--- src/rtl/uart_rx_pkg.sv ---
`default_nettype none
// ------------------------------------------------------------------
// uart_rx_pkg: shared types and helpers for the UART receive path
// Rev 1.0
// ------------------------------------------------------------------
package uart_rx_pkg;

  typedef enum logic [2:0] {
    ST_IDLE   = 3'd0,
    ST_START  = 3'd1,
    ST_DATA   = 3'd2,
    ST_PARITY = 3'd3,
    ST_STOP   = 3'd4
  } uart_rx_state_e;

  localparam logic PAR_EVEN = 1'b0;
  localparam logic PAR_ODD  = 1'b1;

  function automatic logic majority3(input logic a, input logic b, input logic c);
    return (a & b) | (a & c) | (b & c);
  endfunction

endpackage
`default_nettype wire

--- src/rtl/uart_rx_ctrl_if.sv ---
`default_nettype none
// ------------------------------------------------------------------
// uart_rx_ctrl_if: serial line, frame configuration and byte output
// Rev 1.0
// ------------------------------------------------------------------
interface uart_rx_ctrl_if #(
  parameter int DATA_WIDTH = 8,
  parameter int PRESCALE_W = 6
);
  logic                  rx_in;
  logic [PRESCALE_W-1:0] prescale;
  logic                  par_en;
  logic                  par_typ;
  logic                  two_stop;
  logic [DATA_WIDTH-1:0] p_data;
  logic                  data_valid;
  logic                  par_err;
  logic                  stop_err;
  logic                  busy;

  modport master (
    input  rx_in, prescale, par_en, par_typ, two_stop,
    output p_data, data_valid, par_err, stop_err, busy
  );

  modport slave (
    output rx_in, prescale, par_en, par_typ, two_stop,
    input  p_data, data_valid, par_err, stop_err, busy
  );
endinterface
`default_nettype wire

--- src/rtl/uart_rx_sampler.sv ---
`default_nettype none
// ------------------------------------------------------------------
// uart_rx_sampler: mid-bit triple sampling with majority vote
// Rev 1.0
// ------------------------------------------------------------------
module uart_rx_sampler
  import uart_rx_pkg::*;
#(
  parameter int PRESCALE_W = 6
) (
  input  logic                  clk,
  input  logic                  rst,
  input  logic                  rx_in,
  input  logic [PRESCALE_W-1:0] edge_cnt,
  input  logic [PRESCALE_W-1:0] prescale,
  output logic                  bit_val,
  output logic                  decide
);

  logic [PRESCALE_W-1:0] half;
  logic                  samp_a;
  logic                  samp_b;

  assign half = prescale >> 1;

  always_ff @(posedge clk) begin
    if (rst) begin
      samp_a <= 1'b1;
      samp_b <= 1'b1;
    end else begin
      if (edge_cnt == half - PRESCALE_W'(1)) samp_a <= rx_in;
      if (edge_cnt == half)                  samp_b <= rx_in;
    end
  end

  // Third vote is the live line in the decision cycle itself.
  assign decide  = (edge_cnt == half + PRESCALE_W'(1));
  assign bit_val = majority3(samp_a, samp_b, rx_in);

endmodule
`default_nettype wire

--- src/rtl/uart_rx_ctrl.sv ---
`default_nettype none
// ------------------------------------------------------------------
// uart_rx_ctrl: UART receive FSM, deserializer, parity/stop checking
// Rev 1.0
// ------------------------------------------------------------------
module uart_rx_ctrl
  import uart_rx_pkg::*;
#(
  parameter int DATA_WIDTH = 8,
  parameter int PRESCALE_W = 6
) (
  input logic            CLK,
  input logic            RST,
  uart_rx_ctrl_if.master bus
);

  uart_rx_state_e        state;
  logic [PRESCALE_W-1:0] edge_cnt;
  logic [PRESCALE_W-1:0] pre_l;
  logic [3:0]            bit_cnt;
  logic                  par_en_l;
  logic                  par_typ_l;
  logic                  two_stop_l;
  logic                  par_fail;
  logic                  stop_fail;
  logic [DATA_WIDTH-1:0] shreg;
  logic                  bit_val;
  logic                  decide;
  logic                  bit_end;
  logic [3:0]            last_stop;
  logic                  stop_now;
  logic                  par_exp;

  uart_rx_sampler #(
    .PRESCALE_W (PRESCALE_W)
  ) u_sampler (
    .clk      (CLK),
    .rst      (RST),
    .rx_in    (bus.rx_in),
    .edge_cnt (edge_cnt),
    .prescale (pre_l),
    .bit_val  (bit_val),
    .decide   (decide)
  );

  // Bit index within the frame: 0 = start, 1..DATA_WIDTH = data, then parity/stops.
  assign bit_end   = (edge_cnt == pre_l - PRESCALE_W'(1));
  assign last_stop = 4'(DATA_WIDTH) + 4'd1 + {3'b000, par_en_l} + {3'b000, two_stop_l};
  assign stop_now  = stop_fail | ~bit_val;
  assign par_exp   = (^shreg) ^ (par_typ_l == PAR_ODD);
  assign bus.busy  = (state != ST_IDLE);

  always_ff @(posedge CLK) begin
    if (RST) begin
      state          <= ST_IDLE;
      edge_cnt       <= '0;
      bit_cnt        <= '0;
      pre_l          <= '0;
      par_en_l       <= 1'b0;
      par_typ_l      <= 1'b0;
      two_stop_l     <= 1'b0;
      par_fail       <= 1'b0;
      stop_fail      <= 1'b0;
      shreg          <= '0;
      bus.p_data     <= '0;
      bus.data_valid <= 1'b0;
      bus.par_err    <= 1'b0;
      bus.stop_err   <= 1'b0;
    end else begin
      bus.data_valid <= 1'b0;
      bus.par_err    <= 1'b0;
      bus.stop_err   <= 1'b0;

      if (state != ST_IDLE) begin
        if (bit_end) begin
          edge_cnt <= '0;
          bit_cnt  <= bit_cnt + 4'd1;
        end else begin
          edge_cnt <= edge_cnt + PRESCALE_W'(1);
        end
      end

      case (state)
        ST_IDLE: begin
          if (!bus.rx_in) begin
            state      <= ST_START;
            edge_cnt   <= '0;
            bit_cnt    <= '0;
            pre_l      <= bus.prescale;
            par_en_l   <= bus.par_en;
            par_typ_l  <= bus.par_typ;
            two_stop_l <= bus.two_stop;
            par_fail   <= 1'b0;
            stop_fail  <= 1'b0;
          end
        end
        ST_START: begin
          if (decide && bit_val) begin
            state <= ST_IDLE;
          end else if (bit_end) begin
            state <= ST_DATA;
          end
        end
        ST_DATA: begin
          if (decide) shreg <= {bit_val, shreg[DATA_WIDTH-1:1]};
          if (bit_end && (bit_cnt == 4'(DATA_WIDTH))) begin
            state <= par_en_l ? ST_PARITY : ST_STOP;
          end
        end
        ST_PARITY: begin
          if (decide && (bit_val != par_exp)) par_fail <= 1'b1;
          if (bit_end) state <= ST_STOP;
        end
        ST_STOP: begin
          // Frame ends at the last stop decision so an immediate start bit is not missed.
          if (decide) begin
            if (bit_cnt == last_stop) begin
              state        <= ST_IDLE;
              bus.par_err  <= par_fail;
              bus.stop_err <= stop_now;
              if (!par_fail && !stop_now) begin
                bus.p_data     <= shreg;
                bus.data_valid <= 1'b1;
              end
            end else begin
              stop_fail <= stop_now;
            end
          end
        end
        default: state <= ST_IDLE;
      endcase
    end
  end

endmodule
`default_nettype wire

--- src/flat_wrapper.sv ---
// flat-port wrapper written by rule: the top's interface ports become plain ports
module uart_rx_ctrl_flat import uart_rx_pkg::*;
#(
  parameter int DATA_WIDTH = 8,
  parameter int PRESCALE_W = 6
)
  (CLK, RST, bus_rx_in, bus_prescale, bus_par_en, bus_par_typ, bus_two_stop, bus_p_data, bus_data_valid, bus_par_err, bus_stop_err, bus_busy);
  uart_rx_ctrl_if #(.DATA_WIDTH(DATA_WIDTH), .PRESCALE_W(PRESCALE_W)) bus_i ();
  input logic CLK;
  input logic RST;
  input wire logic [$bits(bus_i.rx_in)-1:0] bus_rx_in;
  input wire logic [$bits(bus_i.prescale)-1:0] bus_prescale;
  input wire logic [$bits(bus_i.par_en)-1:0] bus_par_en;
  input wire logic [$bits(bus_i.par_typ)-1:0] bus_par_typ;
  input wire logic [$bits(bus_i.two_stop)-1:0] bus_two_stop;
  output wire logic [$bits(bus_i.p_data)-1:0] bus_p_data;
  output wire logic [$bits(bus_i.data_valid)-1:0] bus_data_valid;
  output wire logic [$bits(bus_i.par_err)-1:0] bus_par_err;
  output wire logic [$bits(bus_i.stop_err)-1:0] bus_stop_err;
  output wire logic [$bits(bus_i.busy)-1:0] bus_busy;
  assign bus_i.rx_in = bus_rx_in;
  assign bus_i.prescale = bus_prescale;
  assign bus_i.par_en = bus_par_en;
  assign bus_i.par_typ = bus_par_typ;
  assign bus_i.two_stop = bus_two_stop;
  assign bus_p_data = bus_i.p_data;
  assign bus_data_valid = bus_i.data_valid;
  assign bus_par_err = bus_i.par_err;
  assign bus_stop_err = bus_i.stop_err;
  assign bus_busy = bus_i.busy;
  uart_rx_ctrl #(.DATA_WIDTH(DATA_WIDTH), .PRESCALE_W(PRESCALE_W)) u_core (.CLK(CLK), .RST(RST), .bus(bus_i));
endmodule
--- config.mk ---
export PLATFORM = sky130hd
export DESIGN_NAME = uart_rx_ctrl_flat
export DESIGN_NICKNAME = d
export VERILOG_FILES = /design/src/rtl/uart_rx_pkg.sv /design/src/rtl/uart_rx_ctrl_if.sv /design/src/rtl/uart_rx_sampler.sv /design/src/rtl/uart_rx_ctrl.sv /design/src/flat_wrapper.sv
export SDC_FILE = /design/constraint.sdc
export NUM_CORES = 1
export LEC_CHECK = 0
export ABC_AREA = 1
export CORE_ASPECT_RATIO = 0.8
export CORE_UTILIZATION = 52
export CTS_BUF_LIST = sky130_fd_sc_hd__clkbuf_16
export DETAILED_ROUTE_END_ITERATION = 10
export PLACE_DENSITY = 0.76
export REMOVE_ABC_BUFFERS = 1
export SLEW_MARGIN = 20
export SYNTH_ARGS = -nofsm -noshare
export SYNTH_HDL_FRONTEND = slang
export SYNTH_SLANG_ARGS = --single-unit
--- constraint.sdc ---
create_clock -name CLK -period 2.2 [get_ports CLK]
set_input_delay 0.33 -clock CLK [delete_from_list [all_inputs] [get_ports CLK]]
set_output_delay 0.33 -clock CLK [all_outputs]
set_load 0.02 [all_outputs]
* Yosys cells after proc, flatten, opt, wreduce, memory -nomap -nowiden
Cells that the tools add are included.
Word-level totals: register bits 45, bits of input ports 12, output and inout port bits 12, word-level logic and storage cells 96
Operators by class: $add $sub $neg 7, equal/unequal tests 19, mux-type cells 24, bitwise operators 12, reduce and logical (&&, ||, !) cells 18
Operators by type and width (number):
- two-way mux 3 bit | 8
- two-way mux 6 bit | 4
- equality test 6 bit | 3
- two-way mux 4 bit | 4
- case mux 3 bit (5 select lines) | 1
- inequality test 2 x 1 -> 1 bit, second input constant | 5
- AND reduction 4 bit | 2
- XOR reduction 8 bit | 1
- adder 5 x 1 -> 6 bit, second input constant | 1
- adder 6 x 1 -> 6 bit, second input constant | 1
- equality test 3 x 2 -> 1 bit, second input constant | 2
- equality test 6 x 5 -> 1 bit | 1
- AND reduction 6 bit | 1
- subtractor 5 x 1 -> 6 bit, second input constant | 1
- subtractor 6 x 1 -> 6 bit, second input constant | 1
- two-way mux 1 bit | 5
- inverter 1 bit | 5
- adder 4 x 1 -> 4 bit | 1
- adder 4 x 1 -> 4 bit, first input constant | 1
- adder 4 x 1 -> 4 bit, second input constant | 1
- equality test 4 bit | 1
- equality test 4 bit, second input constant | 1
- logical AND 1 bit | 4
- inequality test 2 bit, second input constant | 2
- 15 further kinds | 23

* Logic depth before layout (Yosys ltp)
Gate-level depths: netlist (run 1).
depth in word-level cells 8, gate-level depth with buffers 14, mapped depth without buffers 14

* Modules after synthesis
A second synthesis (run 1) with hierarchy kept.
Second synthesis, totals: cell total of the unflattened synthesis 388, area total of the unflattened synthesis 2630.0 um2
Modules (own cells, without submodules):
- uart_rx_ctrl | instances 1, cells an instance 298, area an instance 2180.8 um2, seq. area each 860.8 um2
- uart_rx_sampler | instances 1, cells an instance 90, area an instance 449.2 um2, seq. area each 40.0 um2

* Least setup slack after synthesis (run 1)
OpenSTA, ideal clock, no wires.
path kind register to register, from reg u_core.pre_l[1], to reg u_core.bus.p_data[7], setup time 115 ps, arrival 1732 ps, required time 2085 ps, setup slack 353 ps, cell stages (with the launch flop) 12, buffers on the path 1, clock period less this slack 1847 ps, path through dfxtp_1 inv_1 ha_1 xnor2_1 nand3_1 nor2_4 nand2_2 inv_2 nand4_4 buf_6 o21ai_2 a21oi_2
On the way: longest elaborated chain between the ends 3
Ends and longest elaborated chain:
- start, declared | line uart_rx_ctrl.sv:19 | logic [PRESCALE_W-1:0] pre_l;
- start signal, assigned | line uart_rx_ctrl.sv:89 | pre_l <= bus.prescale;
- adder 5 x 1 -> 6 bit | line uart_rx_sampler.sv:37 | assign decide = (edge_cnt == half + PRESCALE_W'(1));
- equality test 6 bit | line uart_rx_sampler.sv:37
- AND reduction 4 bit (no source line)
- end signal, assigned | line uart_rx_ctrl.sv:122 | bus.p_data <= shreg;
- end, declared | line uart_rx_ctrl_if.sv:23 | output p_data, data_valid, par_err, stop_err, busy
Every way passes these cells. A chain may end at the register's enable or synchronous reset.

* Final worst setup path (run 1)
from reg u_core.pre_l[2], to reg u_core.bus.p_data[3]
Same word-level chain as after synthesis.

==> flow_summary.json, run 1 <==
{
  "htree_levels": 2,
  "regToRegSetupSlack_ns": 0.18,
  "multi_input_area_sq_mm": 0.001426,
  "ff_latch_area_sq_um": 903.4,
  "insertion_delay_ns": 0.29,
  "avgSynthCellArea_sq_um": 7.044,
  "via_per_inst": 5.408,
  "r2r-end": "u_core.bus.p_data[3]",
  "power.switching_mw": 1.314,
  "antenna_cells": 0,
  "dp.cells": 434,
  "setup_tns_ns": 0,
  "grt_start_max_net_pins": 18,
  "min_to": "u_core.bus.p_data[6]",
  "antenna_found_initial": 0,
  "cp_top_family": "simple AND/OR/NAND/NOR gates",
  "ir_drop_mv": 0.8593,
  "cp-start-kind": "flop",
  "outcome": "finished clean",
  "syn-cell-area_sq_mm": 0.002472,
  "wl_per_cell_um": 13.58,
  "synthArstFlopShare_pct": 0,
  "synth_area_leader_cell": "dfxtp_1",
  "routed_wirelength_mm": 6.056,
  "synth_cells": 351,
  "worstHoldStart": "u_core.bus.p_data[6]",
  "holdBufCountCts": 0,
  "tritoncts": "yes",
  "drc": 0,
  "ys_top_cells_by_count": "nand2_1 (71), dfxtp_1 (45), a21oi_1 (44)",
  "max_cap_violations": 0,
  "min_path_type": "flop to flop",
  "root_buffer": "clkbuf_16",
  "finalHoldViolCount": 0,
  "setup_viol": 0,
  "grtUsageTotal_pct": 25.31,
  "ys_types": 29,
  "period_needed_ns": 2.017,
  "hpwl_mm": 4.132,
  "firstDrtPassIters": 5,
  "hold_path_depth": 2,
  "grt_pass1_vias": 2164,
  "end_kind": "flop",
  "path_max_fanout": 9,
  "report.final.slew_viol_count": 0,
  "power.share.switching_pct": 38.63,
  "finalCritPeriodShare_pct": 91.66,
  "fmax_mhz": 495.9,
  "io_buffers": 23,
  "path_buf_inv": 2,
  "yosysMostFrequentCell": "nand2_1",
  "final_layout_size_suffix_gt1_share_pct": 12.18,
  "die_w_um": 79.09,
  "ys_ff_latch": 45,
  "worstMarginPinSlew_ns": 0.6257,
  "grt-ovfl-total": 0,
  "slowest_delay_ns": 0.39,
  "cts-buffers-inserted": 5,
  "fp.dieH_um": 63.68,
  "power.density_mw_per_mm2": 1110,
  "fp.dieArea_sq_mm": 0.005036,
  "grt_pass1_wl_mm": 9.880,
  "comb_power_share_pct": 41.2,
  "syn2layout_area_growth_pct": 23.94,
  "clkPwrFrac_pct": 28.4,
  "cts_buffer_depth": 2,
  "p_total_mw": 3.401,
  "crit_slowest_cell": "dfxtp_2",
  "intPower_mw": 2.087,
  "coreArea_sq_mm": 0.004569,
  "vias": 2412,
  "place_congestion": 0.9097,
  "nets": 405,
  "leakage_nw": 1.210,
  "stdcell_count": 446,
  "clock-sinks": 45,
  "drtAntennaViolNets": 0,
  "timing.hold.ws_ns": 0.4426,
  "r2r_cells": 10,
  "cp.required_ns": 2.38,
  "clk_pin_slew_ns": 0.07,
  "worstPathArrival_ns": 2.19,
  "finClkSkew_ns": 0.008626,
  "initial_core_util_pct": 54.11,
  "std_cell_rows": 22,
  "crit_type": "flop to flop",
  "drt_iter0_drc": 235,
  "timing.rr.start": "u_core.pre_l[2]",
  "pwr-share-seq_pct": 30.5,
  "worstPathCellList": "inv_1 -> ha_1 -> xnor2_2 -> nand3_1 -> nor2_4 -> nand2_2 -> inv_4 -> nand4_4 -> o21ai_0 -> a21oi_1",
  "rsz0062_at_grt": "false",
  "yosys_warnings": 0,
  "synth_top_area_share_pct": 36.44,
  "nFillCells": 400,
  "synth_area_leaders": "dfxtp_1 (36%), nand2_1 (11%), a21oi_1 (8.9%)",
  "io_pins": 24,
  "yosys_most_used_dff": "dfxtp_1",
  "yosysSeqAreaShare_pct": 36.44,
  "slew_headroom_pct": 58.13,
  "synth-edff-count": 0
}
==> flip-flops by register name (all words and copies together), names as in the netlist <==
register	count
u_core.par_en_l	1
u_core.u_sampler.samp_b	1
u_core.par_typ_l	1
u_core.par_fail	1
u_core.bit_cnt	4
u_core.edge_cnt	6
u_core.stop_fail	1
u_core.bus.data_valid	1
u_core.pre_l	6
u_core.bus.par_err	1
u_core.bus.p_data	8
u_core.state	3
u_core.u_sampler.samp_a	1
u_core.shreg	8
u_core.two_stop_l	1
u_core.bus.stop_err	1
==> cells in the final DEF, fill, tap and decap left out, types with 2 or more instances in the layout <==
| master | count |
|---|---|
| inv_2 | 4 |
| nor2_1 | 25 |
| o21ai_0 | 20 |
| nor2_2 | 3 |
| bufinv_16 | 2 |
| nor3_1 | 7 |
| nand2_1 | 70 |
| nor4_1 | 2 |
| or2_2 | 2 |
| o21ai_2 | 2 |
| nand3_2 | 2 |
| xor2_1 | 13 |
| inv_1 | 40 |
| clkdlybuf4s50_1 | 23 |
| nand3_1 | 24 |
| clkbuf_16 | 5 |
| nand2_2 | 7 |
| xnor2_1 | 9 |
| nor2_4 | 2 |
| o21ai_1 | 7 |
| nand4_4 | 3 |
| a21oi_1 | 44 |
| dfxtp_2 | 2 |
| dfxtp_1 | 43 |
| ha_1 | 8 |
| buf_4 | 9 |
==> through the flow <==
stage | util (%) | instance area, sq um | setup WS (ns)
3_5_place_dp | 61.12 | 2793 | 0.0001930
6_report | 67.06 | 3064 | 0.1835
4_1_cts | 65.72 | 3003 | 0.04331
3_3_place_gp | 61.12 | 2793 | 0.07582
5_1_grt | 67.06 | 3064 | 0.01476
2_1_floorplan | - | 2435 | 0.2465
==> routing by layer <==
layer  global-route usage, %  up-vias  wire [um]
met5                       0        -          0
met4                   7.955        0         51
met3                   3.913        8        337
met2                   37.61       68       2649
met1                   37.10     1119       3019
li1                        -     1217          -
==> logic make-up (layout without fill, tap and decap cells) <==
group | after synthesis | after routing | share of synthesized area, %
adders and majority gates | 8 | 8 | 4.049
and+or+nand+nor | 147 | 149 | 27.08
DFF | 45 | 45 | 36.44
xor gates and xnor gates | 23 | 23 | 8.148
AOI/OAI and AO/OA | 76 | 76 | 15.94
buffers and inverters | 52 | 85 | 8.350
==> worst register-to-register path, stage by stage, from the launching register on <==
cell	delay, ns
dfxtp_2	0.39
inv_1	0.12
ha_1	0.32
xnor2_2	0.15
nand3_1	0.15
nor2_4	0.12
nand2_2	0.10
inv_4	0.15
nand4_4	0.14
o21ai_0	0.20
a21oi_1	0.06
==> power groups by stage <==
stage / Combinational, mW / Sequential [mW] / Clock (mW)
finish: 1.40 / 1.04 / 0.966
global route: 1.55 / 1.05 / 1.01
CTS: 1.30 / 1.03 / 0.973
detailed placement: 1.28 / 1.04 / 0
global placement: 1.25 / 1.04 / 0
floorplan: 0.948 / 1.02 / 0
==> worst max path at each step <==
stage / depth (start not counted) / end / slack, ns / startpoint
6_report: 10 / u_core.bus.p_data[3] / 0.18 / u_core.pre_l[2]
2_1_floorplan: 10 / u_core.bus.p_data[0] / 0.25 / u_core.pre_l[1]
4_1_cts: 9 / u_core.bus.p_data[2] / 0.04 / u_core.pre_l[2]
3_3_place_gp: 10 / u_core.bus.p_data[2] / 0.08 / u_core.pre_l[2]
3_5_place_dp: 10 / u_core.bus.p_data[2] / 0.0002 / u_core.pre_l[2]
5_1_grt: 11 / u_core.state[1] / 0.01 / u_core.pre_l[1]
==> timing repair <==
action | in CTS | in global routing
buffers inserted | 1 | 1
cloned | 1 | 1
pin swaps | 0 | 1
resized for setup | 0 | 14
setup endpoints to repair | 7 | 28
==> area by class of cell <==
class | count | area share [%]
multi-input cells | 256 | 46.55
flip-flops and latches | 45 | 29.48
repair buffers | 32 | 9.718
inverters | 45 | 5.594
clock buffers | 5 | 4.083
well taps | 60 | 2.450
clock inverters | 3 | 2.123
(Power assumes the default switching activity.)
==> inputs of run 2 (changes only) <==
--- a/config.mk
+++ b/config.mk
@@ -12,7 +12,6 @@
 export DETAILED_ROUTE_END_ITERATION = 10
 export PLACE_DENSITY = 0.76
 export REMOVE_ABC_BUFFERS = 1
-export SLEW_MARGIN = 20
 export SYNTH_ARGS = -nofsm -noshare
 export SYNTH_HDL_FRONTEND = slang
 export SYNTH_SLANG_ARGS = --single-unit
==> results of run 2 <==
Final layout, timing and power as in run 1 (identical DEF).
==> inputs of run 3 (changes only) <==
--- a/config.mk
+++ b/config.mk
@@ -6,11 +6,14 @@
 export NUM_CORES = 1
 export LEC_CHECK = 0
 export ABC_AREA = 1
+export CELL_PAD_IN_SITES_DETAIL_PLACEMENT = 1
+export CELL_PAD_IN_SITES_GLOBAL_PLACEMENT = 1
 export CORE_ASPECT_RATIO = 0.8
-export CORE_UTILIZATION = 52
+export CORE_UTILIZATION = 41
 export CTS_BUF_LIST = sky130_fd_sc_hd__clkbuf_16
+export CTS_CLUSTER_DIAMETER = 60
 export DETAILED_ROUTE_END_ITERATION = 10
-export PLACE_DENSITY = 0.76
+export PLACE_DENSITY = 0.81
 export REMOVE_ABC_BUFFERS = 1
 export SYNTH_ARGS = -nofsm -noshare
 export SYNTH_HDL_FRONTEND = slang
==> run 3 against run 2 <==
Wire length grew 22%. Global-route usage shrank 0.85 points. First-iteration DRC count shrank 41%. Sequential share of layout area is essentially flat. Sequential power is essentially flat. Critical path depth is the same. Maximum frequency shrank 0.33%. Via count grew 0.75%. Die area grew 26%. Total power shrank 2.5%.
==> flow_summary.json, run 3 (synthesized netlist as in run 1, its figures left out) <==
{
  "outcome": "finished clean",
  "firstDrtPassIters": 4,
  "crit_type": "flop to flop",
  "coreArea_sq_mm": 0.005615,
  "drt_iter0_drc": 138,
  "fmax_mhz": 494.3,
  "std_cell_rows": 24,
  "min_path_type": "flop to flop",
  "syn2layout_area_growth_pct": 23.79,
  "rsz0062_at_grt": "false",
  "root_buffer": "clkbuf_16",
  "final_common_cell": "nand2_1",
  "fp.dieH_um": 71.46,
  "vias": 2430,
  "antenna_found_initial": 0,
  "holdBufCountCts": 0,
  "routed_wirelength_mm": 7.417,
  "grt_pass1_wl_mm": 11.72,
  "finalHoldViolCount": 0,
  "htree_levels": 2,
  "dp.cells": 454,
  "worstPathArrival_ns": 2.24,
  "clk_pin_slew_ns": 0.06,
  "setup_viol": 0,
  "ir_drop_mv": 0.6423,
  "drc": 0,
  "nets": 408,
  "wl_per_cell_um": 15.92,
  "mostFrequentLayoutCells": "nand2_1 (70), a21oi_1 (44), dfxtp_1 (44)",
  "finClkSkew_ns": 0.003307,
  "end_kind": "flop",
  "cp.required_ns": 2.41,
  "worstMarginPinSlew_ns": 0.4770,
  "grt_start_max_net_pins": 18,
  "initial_core_util_pct": 44.03,
  "grtUsageTotal_pct": 24.45,
  "period_needed_ns": 2.023,
  "fp.dieArea_sq_mm": 0.006347,
  "max_cap_violations": 0,
  "final_layout_size_suffix_gt1_share_pct": 12.11,
  "antenna_cells": 0,
  "slew_headroom_pct": 68.08,
  "io_pins": 24,
  "io_buffers": 23,
  "leakage_nw": 1.211,
  "path_max_fanout": 8,
  "stdcell_count": 466,
  "via_per_inst": 5.215,
  "drtAntennaViolNets": 0,
  "die_w_um": 88.82,
  "cp-start-kind": "flop",
  "insertion_delay_ns": 0.29,
  "cts_buffer_depth": 2,
  "tritoncts": "yes",
  "grt_pass1_vias": 2479,
  "timing.hold.ws_ns": 0.4512,
  "grt-ovfl-total": 0,
  "top_regs": "u_core.bus.p_data: 8 flops, u_core.shreg: 8 flops",
  "cts-buffers-inserted": 5,
  "setup_tns_ns": 0,
  "power.density_mw_per_mm2": 1083,
  "finalCritPeriodShare_pct": 91.97,
  "hpwl_mm": 5.433,
  "place_congestion": 0.8565,
  "clock-sinks": 45,
  "fin_util_pct": 54.50,
  "nFillCells": 748,
  "report.final.slew_viol_count": 0
}
-- run 3: power breakdown --
group	internal [mW]	switching, mW	leakage, nW
sequential	0.912	0.129	0.366
combinational	0.526	0.903	0.765
clock	0.528	0.318	0.0797
total	1.97	1.35	1.21
-- run 3: final cells by class --
class                      instances  area (sq um)  share of cell area (%)
clock buffer                       5         125.1                   4.088
multi-input combinational        255          1401                   45.79
timing repair buffer              36         327.8                   10.71
inverter                          45         171.4                   5.601
tap                               78         97.59                   3.189
sequential                        45         902.1                   29.48
clock inverter                     2         35.03                   1.145
-- run 3: path summary, 6_finish.rpt --
check / startpoint / to / slack [ns] / depth (start not counted)
max reg2reg: u_core.pre_l[1] / u_core.bus.p_data[6] / 0.18 / 10
min: u_core.bus.p_data[1] / u_core.bus.p_data[1] / 0.45 / 2
min reg2reg: u_core.bus.p_data[1] / u_core.bus.p_data[1] / 0.45 / 2
max: u_core.pre_l[1] / u_core.bus.p_data[6] / 0.18 / 10
-- run 3: what timing repair did --
| action | 4_1_cts | 5_1_grt |
|---|---|---|
| gates resized for setup | 0 | 9 |
| setup buffers | 2 | 2 |
| setup endpoints to repair | 6 | 24 |
| cloned | 0 | 1 |
-- run 3: routing by layer --
| layer | track usage (%) | share of wire, % |
|---|---|---|
| met5 | 0 | 0 |
| met4 | 6.093 | 1.1 |
| met3 | 4.032 | 3.3 |
| met2 | 40.26 | 46 |
| met1 | 33.38 | 49 |
-- run 3: critical path, stage by stage, from the launching register on --
cell	delay (ns)
dfxtp_2	0.36
inv_1	0.10
ha_1	0.34
xnor2_2	0.15
nand3_1	0.15
nor2_4	0.12
nand2_2	0.10
inv_4	0.13
nand4_4	0.15
buf_4	0.20
a21oi_1	0.14
-- run 3: stage by stage --
| step | cell area, sq um | power [mW] | setup slack [ns] |
|---|---|---|---|
| after floorplan | 2435 | 1.963 | 0.2465 |
| after global placement | 2830 | 2.364 | 0.06029 |
| after detailed placement | 2830 | 2.415 | -0.0001856 |
| after CTS | 3005 | 3.269 | 0.01917 |
| after global routing | 3060 | 3.526 | 0.01303 |
| final | 3060 | 3.316 | 0.1768 |
